[config.mk]
export PLATFORM = sky130hd
export DESIGN_NAME = frec_select_ctrl
export DESIGN_NICKNAME = d
export VERILOG_FILES = /design/src/rtl/frec_select_ctrl.sv
export SDC_FILE = /design/constraint.sdc
export NUM_CORES = 1
export LEC_CHECK = 0
export BUFFER_PORTS_ARGS = -buffer_cell sky130_fd_sc_hd__buf_2
export CAP_MARGIN = 40
export CORE_MARGIN = 10
export CORE_UTILIZATION = 45
export CTS_BUF_LIST = sky130_fd_sc_hd__clkbuf_4
export DETAILED_ROUTE_END_ITERATION = 8
export PLACE_DENSITY = 0.71
export SLEW_MARGIN = 25
export SYNTH_ARGS = -nofsm -noshare
export SYNTH_HDL_FRONTEND = slang
export SYNTH_SLANG_ARGS = --single-unit
[constraint.sdc]
create_clock -name clk -period 2.3 [get_ports clk]
set_input_delay 0.46 -clock clk [delete_from_list [all_inputs] [get_ports clk]]
set_output_delay 0.46 -clock clk [all_outputs]
set_load 0.02 [all_outputs]
[src/rtl/frec_select_ctrl.sv]
// frec_select_ctrl: debounces up/down buttons into a 3-bit frequency index and
// applies it to the DPWM only at a PWM period boundary.
module frec_select_ctrl #(
  parameter int DEB_CYCLES = 16,
  parameter bit WRAP       = 1'b0
) (
  input  logic       clk,
  input  logic       reset_n,
  input  logic       enable,
  input  logic       boton_aumento,
  input  logic       boton_disminuye,
  input  logic       periodo_fin,
  output logic [2:0] numero_frec,
  output logic [2:0] frec_objetivo,
  output logic       pendiente,
  output logic       cambio_ok
);
  localparam int CW = $clog2(DEB_CYCLES);
  localparam logic [CW-1:0] CNT_MAX = CW'(DEB_CYCLES - 1);
  typedef enum logic [1:0] {IDLE, PEND, APPLY} state_t;
  logic [1:0]    raw, s1_q, s2_q, deb_q, deb_d, step_q, step_d;
  logic [CW-1:0] cnt_q [2];
  logic [CW-1:0] cnt_d [2];
  logic          up, dn;
  logic [2:0]    obj_q, obj_d, num_q, num_d;
  logic          pend_q, cok_q;
  state_t        state_q, state_d;
  assign raw = {boton_disminuye, boton_aumento};
  // index 0 = up, 1 = down; level flips only after DEB_CYCLES unbroken mismatch cycles
  always_comb begin
    for (int i = 0; i < 2; i++) begin
      cnt_d[i]  = (s2_q[i] == deb_q[i] || cnt_q[i] == CNT_MAX) ? '0 : cnt_q[i] + 1'b1;
      deb_d[i]  = (s2_q[i] != deb_q[i] && cnt_q[i] == CNT_MAX) ? s2_q[i] : deb_q[i];
      step_d[i] = deb_d[i] & ~deb_q[i];
    end
  end
  assign up = step_q[0] & ~step_q[1] & enable;
  assign dn = step_q[1] & ~step_q[0] & enable;
  always_comb begin
    obj_d = up ? ((obj_q == 3'd7 && !WRAP) ? obj_q : obj_q + 3'd1)
          : dn ? ((obj_q == 3'd0 && !WRAP) ? obj_q : obj_q - 3'd1)
          : obj_q;
  end
  always_comb begin
    state_d = state_q;
    num_d   = num_q;
    case (state_q)
      IDLE:    state_d = (obj_d != num_q) ? PEND : IDLE;
      PEND:    state_d = (obj_d == num_q) ? IDLE : periodo_fin ? APPLY : PEND;
      APPLY: begin
        num_d   = obj_q;
        state_d = (obj_d != obj_q) ? PEND : IDLE;
      end
      default: state_d = IDLE;
    endcase
  end
  always_ff @(posedge clk or negedge reset_n) begin
    if (!reset_n) begin
      s1_q    <= '0;
      s2_q    <= '0;
      deb_q   <= '0;
      step_q  <= '0;
      cnt_q   <= '{default: '0};
      obj_q   <= '0;
      num_q   <= '0;
      pend_q  <= 1'b0;
      cok_q   <= 1'b0;
      state_q <= IDLE;
    end else begin
      s1_q    <= raw;
      s2_q    <= s1_q;
      deb_q   <= deb_d;
      step_q  <= step_d;
      cnt_q   <= cnt_d;
      obj_q   <= obj_d;
      num_q   <= num_d;
      pend_q  <= (state_d == PEND);
      cok_q   <= (state_q == APPLY);
      state_q <= state_d;
    end
  end
  assign numero_frec   = num_q;
  assign frec_objetivo = obj_q;
  assign pendiente     = pend_q;
  assign cambio_ok     = cok_q;
endmodule

# Word level (Yosys, flattened, before mapping)

Cells that the tools add are included.

Bits in registers: 26
Input port bits: 6
Output and inout bits: 8
Word-level logic and storage cells: 57

$add $sub $neg: 4
Equality and inequality tests: 13
Mux-type cells: 13
Bitwise gates (word level): 10
Reductions and logical operators: 6

Operator list:

| operator              | number |
|---|---|
| $mux W3               | 4 |
| $add A4 B1 Y4 const B | 2 |
| $eq A4 B4 Y1 const B  | 2 |
| $mux W4               | 2 |
| $and A1 B1 Y1         | 6 |
| $ne A3 B3 Y1          | 2 |
| $pmux W2 S3           | 1 |
| $eq A2 B1 Y1 const B  | 2 |
| $mux W1               | 4 |
| $mux W2               | 2 |
| $not A1 Y1            | 4 |
| $add A3 B1 Y3 const B | 1 |
| $eq A3 B3 Y1          | 1 |
| $eq A3 B3 Y1 const B  | 1 |
| $logic_not A3 Y1      | 1 |
| $sub A3 B1 Y3 const B | 1 |
| $eq A1 B1 Y1          | 2 |
| $eq A2 B2 Y1 const B  | 1 |
| $logic_and A1 B1 Y1   | 2 |
| $logic_not A2 Y1      | 1 |
| $logic_or A1 B1 Y1    | 2 |
| $ne A1 B1 Y1          | 2 |

# Longest topological paths before layout

Gate-level depths: netlist of run 1.

Depth in word-level cells: 9
Gate-level depth with buffers: 8
Depth with buffers taken out: 8

# Worst setup path after synthesis of run 1

Ideal clock, no wire load.

Path type: reg-to-reg
Start: register obj_q[0] (netlist: frec_objetivo[0])
End: register pend_q (netlist: pendiente)
Arrival: 1.823 ns
Setup slack: 0.354 ns
Stages on the path, launching flop included: 9
Path buffers: 0
Period minus slack after synthesis: 1.946 ns
Cell sequence: dfrtp_1 -> inv_1 -> ha_1 -> nor2b_1 -> nor3b_1 -> nor3b_4 -> xor2_1 -> nor3_2 -> o21bai_1

Word-level cells in the longest chain between the ends: 8
Elaborated cells between the ends (all ways): 16
Those cells by class: add/sub (2); eq/ne (5); mux (8); reduce/logical (1)

RTL lines:

| item                                                     | line | RTL |
|---|---|---|
| from (decl)                                              | 25   | `logic [2:0] obj_q, obj_d, num_q, num_d;` |
| from (signal assigned)                                   | 75   | `obj_q <= obj_d;` |
| $sub A3 B1 Y3 / $logic_not A3 Y1 (equally long branches) | 41   | `: dn ? ((obj_q == 3'd0 && !WRAP) ? obj_q : obj_q - 3'd1)` |
| $mux W3 (2 in series)                                    | 41   |  |
| $mux W3 *                                                | 40   | `obj_d = up ? ((obj_q == 3'd7 && !WRAP) ? obj_q : obj_q + 3'd1)` |
| named net obj_d[1]                                       | 25   |  |
| $ne A3 B3 Y1 (tied with other cells)                     | 52   | `state_d = (obj_d != obj_q) ? PEND : IDLE;` |
| $mux W1 (tied with other cells)                          | 52   |  |
| $pmux W2 S3 *                                            | 47   | `case (state_q)` |
| $eq A2 B1 Y1 *                                           | 77   | `pend_q <= (state_d == PEND);` |
| to (signal assigned)                                     | 77   |  |
| to (decl)                                                | 26   | `logic pend_q, cok_q;` |

Mark *: on every way through the listed nets, which the timed path passes. The rest lies on a longest branch.
A chain may end at the register's enable or synchronous reset.

# Worst setup path after layout of run 1

Start: register obj_q[0] (netlist: frec_objetivo[0])
End: register state_q[0]

Word-level cells in the longest chain between the ends: 7
Elaborated cells between the ends (all ways): 15
Those cells by class: add/sub (2); eq/ne (4); mux (8); reduce/logical (1)

RTL lines:

| item                                                     | line | RTL |
|---|---|---|
| $sub A3 B1 Y3 / $logic_not A3 Y1 (equally long branches) | 41   |  |
| $mux W3 (2 in series)                                    | 41   |  |
| $mux W3 *                                                | 40   |  |
| named net obj_d[0]                                       | 25   |  |
| $ne A3 B3 Y1 (tied with other cells)                     | 52   |  |
| $mux W1 (tied with other cells)                          | 52   |  |
| $pmux W2 S3 *                                            | 47   |  |
| named net state_d[0]                                     | 27   | `state_t state_q, state_d;` |
| to (signal assigned)                                     | 79   | `state_q <= state_d;` |
| to (decl)                                                | 27   |  |

Marks and branches as above.

==> results of run 1 <==
## metrics by stage
step / utilization, % / setup WS (ps)
4_1_cts: 51.8 / 331
3_3_place_gp: 50.9 / 442
3_5_place_dp: 50.9 / 344
6_report: 51.8 / 350
5_1_grt: 51.8 / 155
2_1_floorplan: - / 354
## synth_stat cells
cell type	count	area share (%)
nor3b_1	3	2.0
nor3b_4	1	1.6
ha_1	5	5.5
o22ai_1	1	0.55
xnor2_1	7	5.3
inv_1	6	2.0
nand3_1	4	1.7
nand2_1	3	0.98
dfrtp_1	26	57
nand4b_1	1	0.76
a31oi_1	2	1.1
o21ai_0	2	0.87
xnor2_2	1	1.4
xor2_1	5	3.8
nor3_1	2	0.87
o21bai_1	2	1.3
nor3_2	1	0.87
nor2_1	10	3.3
a211o_2	1	0.87
nand2b_1	3	1.6
mux2_2	3	2.9
nand3b_1	3	2.0
and2_2	1	0.65
o221ai_1	1	0.76
nor2b_1	1	0.55
## cell usage in the layout (no fill, tap or decap)
| master | count |
|---|---|
| xor2_1 | 5 |
| nor2b_1 | 1 |
| clkbuf_4 | 3 |
| o21ai_0 | 2 |
| o21bai_1 | 2 |
| nor3_1 | 2 |
| inv_1 | 6 |
| nand3_1 | 4 |
| a211o_2 | 1 |
| nand2_1 | 3 |
| mux2_2 | 3 |
| nand4b_1 | 1 |
| dfrtp_1 | 26 |
| and2_2 | 1 |
| xnor2_1 | 7 |
| nand2b_1 | 3 |
| nor2_1 | 10 |
| o221ai_1 | 1 |
| xnor2_2 | 1 |
| nor3b_1 | 3 |
| a31oi_1 | 2 |
| nor3_2 | 1 |
| buf_2 | 13 |
| nor3b_4 | 1 |
| nand3b_1 | 3 |
| o22ai_1 | 1 |
| ha_1 | 5 |
## sequential cells by signal (all words and copies together), names as in the netlist, 2 cells and up
register and flops:
s2_q 2, state_q 2, cnt_q 8, frec_objetivo 3, s1_q 2, numero_frec 3
step_q 2, deb_q 2
## final timing paths
path | start | end | slack, ps | cells after the start
setup / recovery | frec_objetivo[0] | state_q[0] | 350 | 8
max in group asynchronous | reset_n | step_q[0] | 1810 | 1
hold / removal | reset_n | deb_q[0] | 120 | 1
hold reg to reg | s1_q[1] | s2_q[1] | 360 | 0
setup reg to reg | frec_objetivo[0] | state_q[0] | 350 | 8
min in group clk | boton_disminuye | s1_q[1] | 250 | 1
## logic make-up (layout without fill, tap and decap cells)
kind of cell | after synthesis | in the layout
AND/OR/NAND/NOR | 33 | 33
flip-flops | 26 | 26
XOR/XNOR | 13 | 13
AO/OA/AOI/OAI | 9 | 9
buffers and inverters | 6 | 22
adder cells (fa/ha/maj) | 5 | 5
multiplexers | 3 | 3
## critical path, cell delays in order (launching register included)
cell and delay (ps):
dfrtp_1 420, inv_1 160, ha_1 200, nor2b_1 230
o22ai_1 160, xnor2_2 240, xnor2_1 180, a31oi_1 120
o21bai_1 160
## per-layer routing
metal | wire length [microns] | track usage [%]
met4 | 19 | 3.95
met1 | 850 | 8.27
met5 | 0 | 0
met2 | 873 | 12.7
met3 | 73 | 2.12
## area by class of cell
type	instances	area [sq um]
fillers	220	1180
flip-flops and latches	26	651
multi-input cells	63	474
repair buffers	13	65.1
well taps	30	37.5
clock buffers	3	22.5
inverters	6	22.5
## power breakdown
group / switching [mW] / leakage (nW) / internal (mW)
Combinational: 0.140 / 0.296 / 0.0975
Sequential: 0.0414 / 0.328 / 0.517
Clock: 0.119 / 0.0138 / 0.0611
==> results.toml, run 1 <==
[status]
outcome = "complete, no violations"

[timing]
skew_ps = 5.39
setup_viol = 0
whs_ps = 123
period_share_pct = 84.8
finalHoldViolCount = 0
fmax_ghz = 0.513
max_slew_margin_pct = 62.9
fin_tns_setup_ps = 0
fin_crit_ps = 1950
worstMarginPinSlew_ps = 557
slew_violations = 0
rsz0062_at_grt = "false"

[job]
drv_cap = 0

[routing]
viasPerCell = 5.01
vias = 706
drc = 0
drt_iter0_markers = 18
drt_wl_total_mm = 1.82
wire_per_inst_microns = 12.9
ant_nets = 0
firstDrtPassIters = 4

[die]
start_util_pct = 46.7
rows = 18
coreArea_sq_um = 2450
die_area_sq_um = 4970
ios = 14
dieHeight_microns = 70.5
die_w_microns = 70.5

[placed_design]
routabilityCongestion = 0.772
io_buffers = 13
place_area_sq_um = 1250
dp_hpwl_mm = 1.41
place_inst = 138

[global_routing]
grtUsageTotal_pct = 7.50
grt_pass1_wl_mm = 3.11
grt_antenna_before_repair = 0
grt_max_degree = 27
grt_pass1_vias = 713
grt-ovfl-total = 0

[cts]
clk_latency_ps = 310
clock-sinks = 26
cts_buffers = 3
cts_tree = "yes"
ctsRootBufferMaster = "clkbuf_4"
postCtsSetupBuffers = 0
cts.clk_slew.worst_paths_ps = 130
clk_path_buf_depth = 2
cts.htree.levels = 1
ctsHoldBuffers = 0
cts_resized = 0

[worst_setup_path]
required_ps = 2510
end_kind = "register"
cp.arrival_ps = 2160
cp_max_fo = 4
path_class = "reg2reg"
start_kind = "register"

[layout]
design_area_sq_um = 1270
diodes = 0
area_delta_synth_final_pct = 10.9
final-instance-count-excl-fill = 141
drive_above_1_share_pct = 21.6
nets = 124

[logic_synthesis]
synth-simple-area-share_pct = 16.9
ys_warn_count = 0
synth_xor_area_share_pct = 10.6
syn_avg_cell_area_sq_um = 12.1
ys_types = 25
synth_top_family_by_area = "simple AND/OR/NAND/NOR gates"
syn_nets = 106
ys_seq_area_share_pct = 56.7
synth_fa_ha_area_share_pct = 5.45
synthCells = 95
ys_seq_elements = 26
synth-compound-area-share_pct = 5.45
synthMuxAreaShare_pct = 2.94
synth_area_sq_um = 1150

[pwr]
power.density_nw_per_um2 = 767
power_uw = 976
ir_worst_vdd_mv = 0.491
p_leak_nw = 0.638

[min_path]
hold_class = "in2async"
No activity file was read; power rests on OpenSTA's default activity.
==> run 2: changes to the inputs <==
--- a/config.mk
+++ b/config.mk
@@ -5,6 +5,7 @@
 export SDC_FILE = /design/constraint.sdc
 export NUM_CORES = 1
 export LEC_CHECK = 0
+export ABC_AREA = 1
 export BUFFER_PORTS_ARGS = -buffer_cell sky130_fd_sc_hd__buf_2
 export CAP_MARGIN = 40
 export CORE_MARGIN = 10
==> constraint.sdc (replaced) <==
create_clock -name clk -period 1.86 [get_ports clk]
set_input_delay 0.372 -clock clk [delete_from_list [all_inputs] [get_ports clk]]
set_output_delay 0.372 -clock clk [all_outputs]
set_load 0.02 [all_outputs]
==> run 2 against run 1 <==
Compared with the run above:
- power up 34%
- via count up 35%
- sequential share of layout area decreased by 4.7 points
- critical path type unchanged
- critical endpoint unchanged
==> results.toml, run 2 <==
[die]
die_area_sq_um = 5360
rows = 19
die_w_microns = 73.2
ios = 14
coreArea_sq_um = 2730
start_util_pct = 46.6
dieHeight_microns = 73.2

[global_routing]
grt_pass1_wl_mm = 3.75
grt_use_met2_pct = 14.2
grtUsageTotal_pct = 8.88
grt_max_degree = 27
grt_pass1_vias = 903
use_met1_pct = 10.2
busiest_layer = "met2"
grt-ovfl-total = 0
grt_antenna_before_repair = 0
gr-usage-met3_pct = 2.31

[worst_setup_path]
r2r_setup_slack_ps = 170
path_delay_family = "simple AND/OR/NAND/NOR gates"
path_class = "reg2reg"
cp_num_buf_inv = 1
start_kind = "register"
slowest_delay_ps = 420
end_kind = "register"
cp.arrival_ps = 1910
required_ps = 2080
slowest_stage = "dfrtp_1"
cpMostUsedCell = "nand2_1"
cp_max_fo = 5
worstPathCellList = "inv_1 > ha_1 > o211ai_1 > nand3_1 > nand2_1 > nand3_2 > nand2_2 > nand2_1"

[timing]
fin_crit_ps = 1690
max_slew_margin_pct = 63.4
worst_slack_ps = 170
fmax_ghz = 0.592
fin_tns_setup_ps = 0
slew_violations = 0
finalHoldViolCount = 0
worstMarginPinSlew_ps = 549
setup_viol = 0
skew_ps = 5.14
period_share_pct = 90.9
rsz0062_at_grt = "false"

[cts]
clk_path_buf_depth = 2
cts.clk_slew.worst_paths_ps = 130
ctsRootBufferMaster = "clkbuf_4"
clock-sinks = 26
cts.htree.levels = 1
clk_latency_ps = 310
cts_buffers = 3
cts_tree = "yes"

[layout]
layout_commonest_cell = "nand2_1"
layout_common_cells = "nand2_1 (33), dfrtp_1 (25), inv_1 (20), nand3_1 (19), buf_2 (13)"
diodes = 0
area_delta_synth_final_pct = 10.2
largest_register = "cnt_q"
nets = 176
drive_above_1_share_pct = 21.5
largest_reg_flops = 8
fillers = 249

[pwr]
power.density_nw_per_um2 = 929
p_switching_uw = 452
p_leak_nw = 0.763
power_mw = 1.31
p_comb_share_pct = 30.3
p_sw_share_pct = 34.6
p_seq_share_pct = 52.5
clockPowerShare_pct = 17.2
intPower_uw = 853
ir_worst_vdd_mv = 0.761

[routing]
vias = 953
drt_iter0_markers = 64
wire_per_inst_microns = 11.2
drc = 0
firstDrtPassIters = 3
ant_nets = 0
viasPerCell = 4.91
drt_wl_total_mm = 2.16

[placed_design]
io_buffers = 13
place_ws_ps = 120
routabilityCongestion = 0.940
dp_hpwl_mm = 1.75

[logic_synthesis]
ys_seq_elements = 26
ys_seq_area_share_pct = 51.0
synthArstFlopShare_pct = 100
yosys.area.top_type = "dfrtp_1"
synth-edff-count = 0
yosys-top-cells-area = "dfrtp_1 (51%), nand2_1 (10%), nand3_1 (7.5%), inv_1 (6.2%), ha_1 (4.9%)"
syn_nets = 158
synth-main-ff-cell = "dfrtp_1"
synth_area_sq_um = 1270
synth.top_cell.area_share_pct = 51.0
syn_avg_cell_area_sq_um = 8.67
yosys.cell_count.top_type = "nand2_1"
ys_warn_count = 0
synthCells = 147
synth_common_cells = "nand2_1 (34), dfrtp_1 (26), inv_1 (21)"
ys_types = 17

[job]
drv_cap = 0

[status]
outcome = "complete, no violations"

[min_path]
hold_class = "in2async"
-- run 2: cell count changes after synthesis, sizes merged, moves of 3 or more --
cell,change
o21ai,+4
xor2,-3
nand3,+19
nor3b,-4
nand2,+38
nand2b,-3
xnor2,-6
mux2,-3
inv,+16
nand3b,-3
nor2,+4
-- run 2: final cells by class --
class	count	area, sq um	area share, %
Timing Repair Buffer	13	65.1	4.63
Sequential cell	26	652	46.4
Clock buffer	3	22.5	1.60
Tap cell	31	38.8	2.76
Multi-Input combinational cell	99	544	38.7
Inverter	22	82.6	5.88
-- run 2: final timing paths --
check / end / depth (start not counted) / startpoint
max reg2reg: state_q[0] / 8 / frec_objetivo[1]
min reg2reg: s2_q[0] / 0 / s1_q[0]
max in group asynchronous: frec_objetivo[0] / 1 / reset_n
min: cnt_q[4] / 1 / reset_n
max: state_q[0] / 8 / frec_objetivo[1]
min in group clk: s1_q[1] / 1 / boton_disminuye
-- run 2: what timing repair did --
item	in CTS	in global routing
hold buffers	0	0
buffers inserted	0	0
setup endpoints to repair	0	3
resized for setup	0	3
-- run 2: kinds of logic after synthesis --
group | share of synthesized area, %
AO/OA/AOI/OAI | 2.94
XOR/XNOR | 2.75
adder cells (fa/ha/maj) | 4.91
buffers and inverters | 6.48
flip-flops | 51.0
AND/OR/NAND/NOR | 31.9
-- run 2: stage by stage --
stage          instance area, sq um  util [%]  std cells  hold WS [ps]
5_1_grt                        1410      51.4        194          49.2
2_1_floorplan                  1270         -        147          76.4
4_1_cts                        1400      51.3        194          41.0
3_5_place_dp                   1380      50.4        191           335
6_report                       1410      51.4        194          27.9
3_3_place_gp                   1380      50.4        191           336
-- run 2: worst reg2reg max path, delay by kind of cell (launching register included) --
family / cells / cell delay, ps
buffers and inverters: 1 / 100
adder cells (fa/ha/maj): 1 / 330
flip-flops: 1 / 420
AND/OR/NAND/NOR: 5 / 430
AO/OA/AOI/OAI: 1 / 300
-- run 2: routing by layer --
metal | vias up | part of all wire (%)
met5 | - | 0
met4 | 0 | 2.1
met3 | 4 | 3.3
met2 | 9 | 50
met1 | 444 | 45
li1 | 496 | -
-- run 2: power groups by stage --
stage	Sequential (mW)	Clock, mW	Combinational (mW)
2_1_floorplan	0.748	0	0.231
3_3_place_gp	0.693	0	0.389
3_5_place_dp	0.697	0	0.400
4_1_cts	0.686	0.236	0.404
5_1_grt	0.696	0.263	0.457
6_report	0.685	0.225	0.395
==> run 3: changes to the inputs <==
--- a/config.mk
+++ b/config.mk
@@ -5,7 +5,7 @@
 export SDC_FILE = /design/constraint.sdc
 export NUM_CORES = 1
 export LEC_CHECK = 0
-export ABC_AREA = 1
+export ABC_AREA = 0
 export BUFFER_PORTS_ARGS = -buffer_cell sky130_fd_sc_hd__buf_2
 export CAP_MARGIN = 40
 export CORE_MARGIN = 10
==> constraint.sdc (replaced) <==
create_clock -name clk -period 1.86 [get_ports clk]
set_input_delay 0.372 -clock clk [delete_from_list [all_inputs] [get_ports clk]]
set_output_delay 0.372 -clock clk [all_outputs]
set_load 0.005 [all_outputs]
==> run 3 against run 2 <==
Compared with the run above:
- register-to-register slack worse by 160 ps
- via count is 21% lower
- non-clock buffer count is 8 higher
- wire length is 2.2% lower
- worst hold slack worse by 3.1 ps
- critical path depth stayed put
- final area is 2.5% higher
- sequential share of layout area is 1.2 points lower
- clock power is 2% higher
- highest routed layer unchanged
==> results.toml, run 3 (synthesis gave the netlist of run 1 again) <==
[layout]
fin_util_pct = 58.7
largest_reg_flops = 8
diodes = 0
multiInputGateArea_sq_um = 578
largest_register = "cnt_q"
fillers = 213
layout_common_cells = "dfrtp_1 (26), buf_2 (13), nor2_1 (10), buf_4 (8)"
nets = 132
layout_commonest_cell = "dfrtp_1"
drive_above_1_share_pct = 38.3
seq_area_sq_um = 651
area_delta_synth_final_pct = 25.5

[cts]
cts_buffers = 3
cts_tree = "yes"
clk_path_buf_depth = 2
cts.clk_slew.worst_paths_ps = 130
ctsRootBufferMaster = "clkbuf_4"
ctsHoldBuffers = 0
clock-sinks = 26
cts.htree.levels = 1
clk_latency_ps = 310

[worst_setup_path]
path_class = "reg2reg"
required_ps = 2060
cp.arrival_ps = 2050
cp_max_fo = 3
worstSetupStartpoint = "frec_objetivo[0]"
slowest_stage = "dfrtp_1"
r2r_setup_slack_ps = 10
r2r_start = "frec_objetivo[0]"
reg2reg_depth = 8
start_kind = "register"
cp_num_buf_inv = 1
path_delay_family = "compound AO/OA/AOI/OAI gates"
worstPathCellList = "inv_2 > ha_4 > nor2b_4 > o221ai_2 > nor3b_4 > xnor2_2 > a31oi_1 > o21bai_1"
r2r-end = "state_q[0]"
slowest_delay_ps = 420
end_kind = "register"

[die]
rows = 18
dieHeight_microns = 70.5
ios = 14
coreArea_sq_um = 2450
start_util_pct = 46.7
die_area_sq_um = 4970
die_w_microns = 70.5

[placed_design]
io_buffers = 13
routabilityCongestion = 0.752
dp_hpwl_mm = 1.45

[global_routing]
grt_pass1_vias = 786
grt_max_degree = 27
grtUsageTotal_pct = 8.14
grt_pass1_wl_mm = 3.31
grt-ovfl-total = 0
grt_antenna_before_repair = 0

[min_path]
hold_class = "in2async"

[routing]
viasPerCell = 5.01
vias = 751
drc = 0
wire_per_inst_microns = 14.1
firstDrtPassIters = 3
drt_iter0_markers = 52
ant_nets = 0
drt_wl_total_mm = 2.12

[timing]
fin_crit_ps = 1850
rsz0062_at_grt = "true"
period_share_pct = 99.4
fmax_ghz = 0.541
slew_violations = 0
worstMarginPinSlew_ps = 548
setup_viol = 0
finalHoldViolCount = 0
skew_ps = 7.20
whs_ps = 24.8
max_slew_margin_pct = 63.5

[status]
outcome = "complete, no violations"

[pwr]
power.density_nw_per_um2 = 830
p_leak_nw = 0.690
power_mw = 1.20
ir_worst_vdd_mv = 0.592

[job]
drv_cap = 0
-- run 3: changes by cell type in the layout (fill, tap and decap cells not counted), moves of 4 or more --
cell,delta
nand2_1,-30
inv_1,-16
nand3_1,-15
buf_4,+8
nand2_2,-7
nand3_2,-4
o21ai_0,-4
xnor2_2,+4
-- run 3: worst reg2reg max path, cell delays in order, from the launching register on --
cell and delay (ps):
dfrtp_1 420, inv_2 90, ha_4 170, nor2b_4 140, o221ai_2 200, nor3b_4 310
xnor2_2 150, a31oi_1 100, o21bai_1 160
-- run 3: how the worst max path moves through the flow --
stage / end / slack [ps] / cells after the start
after floorplan: pendiente / 60 / 8
after CTS: state_q[0] / 10 / 8
after detailed placement: state_q[0] / -40 / 8
final: state_q[0] / 10 / 8
after global placement: state_q[0] / 30 / 8
after global routing: state_q[0] / -90 / 8
-- run 3: final cells by class --
class                      count  area share, %
sequential                    26           45.2
clock buffer                   3           1.56
inverter                       6           1.56
clock inverter                 1          0.261
timing repair buffer          21           8.69
tap                           30           2.61
multi-input combinational     63           40.1
-- run 3: routing by layer --
layer	wire [microns]	global-route usage, %	part of all wire, %
met5	0	0	0
met4	12	4.61	0.57
met3	82	2.82	3.9
met2	1160	13.6	55
met1	865	8.68	41
-- run 3: repair_timing --
action / CTS / global route
setup endpoints to repair: 2 / 2
hold endpoints to repair: 0 / 0
pin swaps: 3 / 9
buffers inserted: 2 / 4
gates resized for setup: 8 / 12
-- run 3: where the power goes --
group | switching [mW] | internal (mW)
logic | 0.135 | 0.130
clock network | 0.151 | 0.0783
registers | 0.0614 | 0.639
-- run 3: metrics by stage --
| step | instance area (sq um) | std cells | setup TNS (ps) | setup WS [ps] |
|---|---|---|---|---|
| 2_1_floorplan | 1150 | 95 | 0 | 62.0 |
| 3_3_place_gp | 1260 | 140 | 0 | 33.6 |
| 3_5_place_dp | 1260 | 140 | -74.2 | -37.5 |
| 4_1_cts | 1340 | 146 | 0 | 11.4 |
| 5_1_grt | 1440 | 150 | -164 | -88.4 |
| 6_report | 1440 | 150 | 0 | 10.3 |
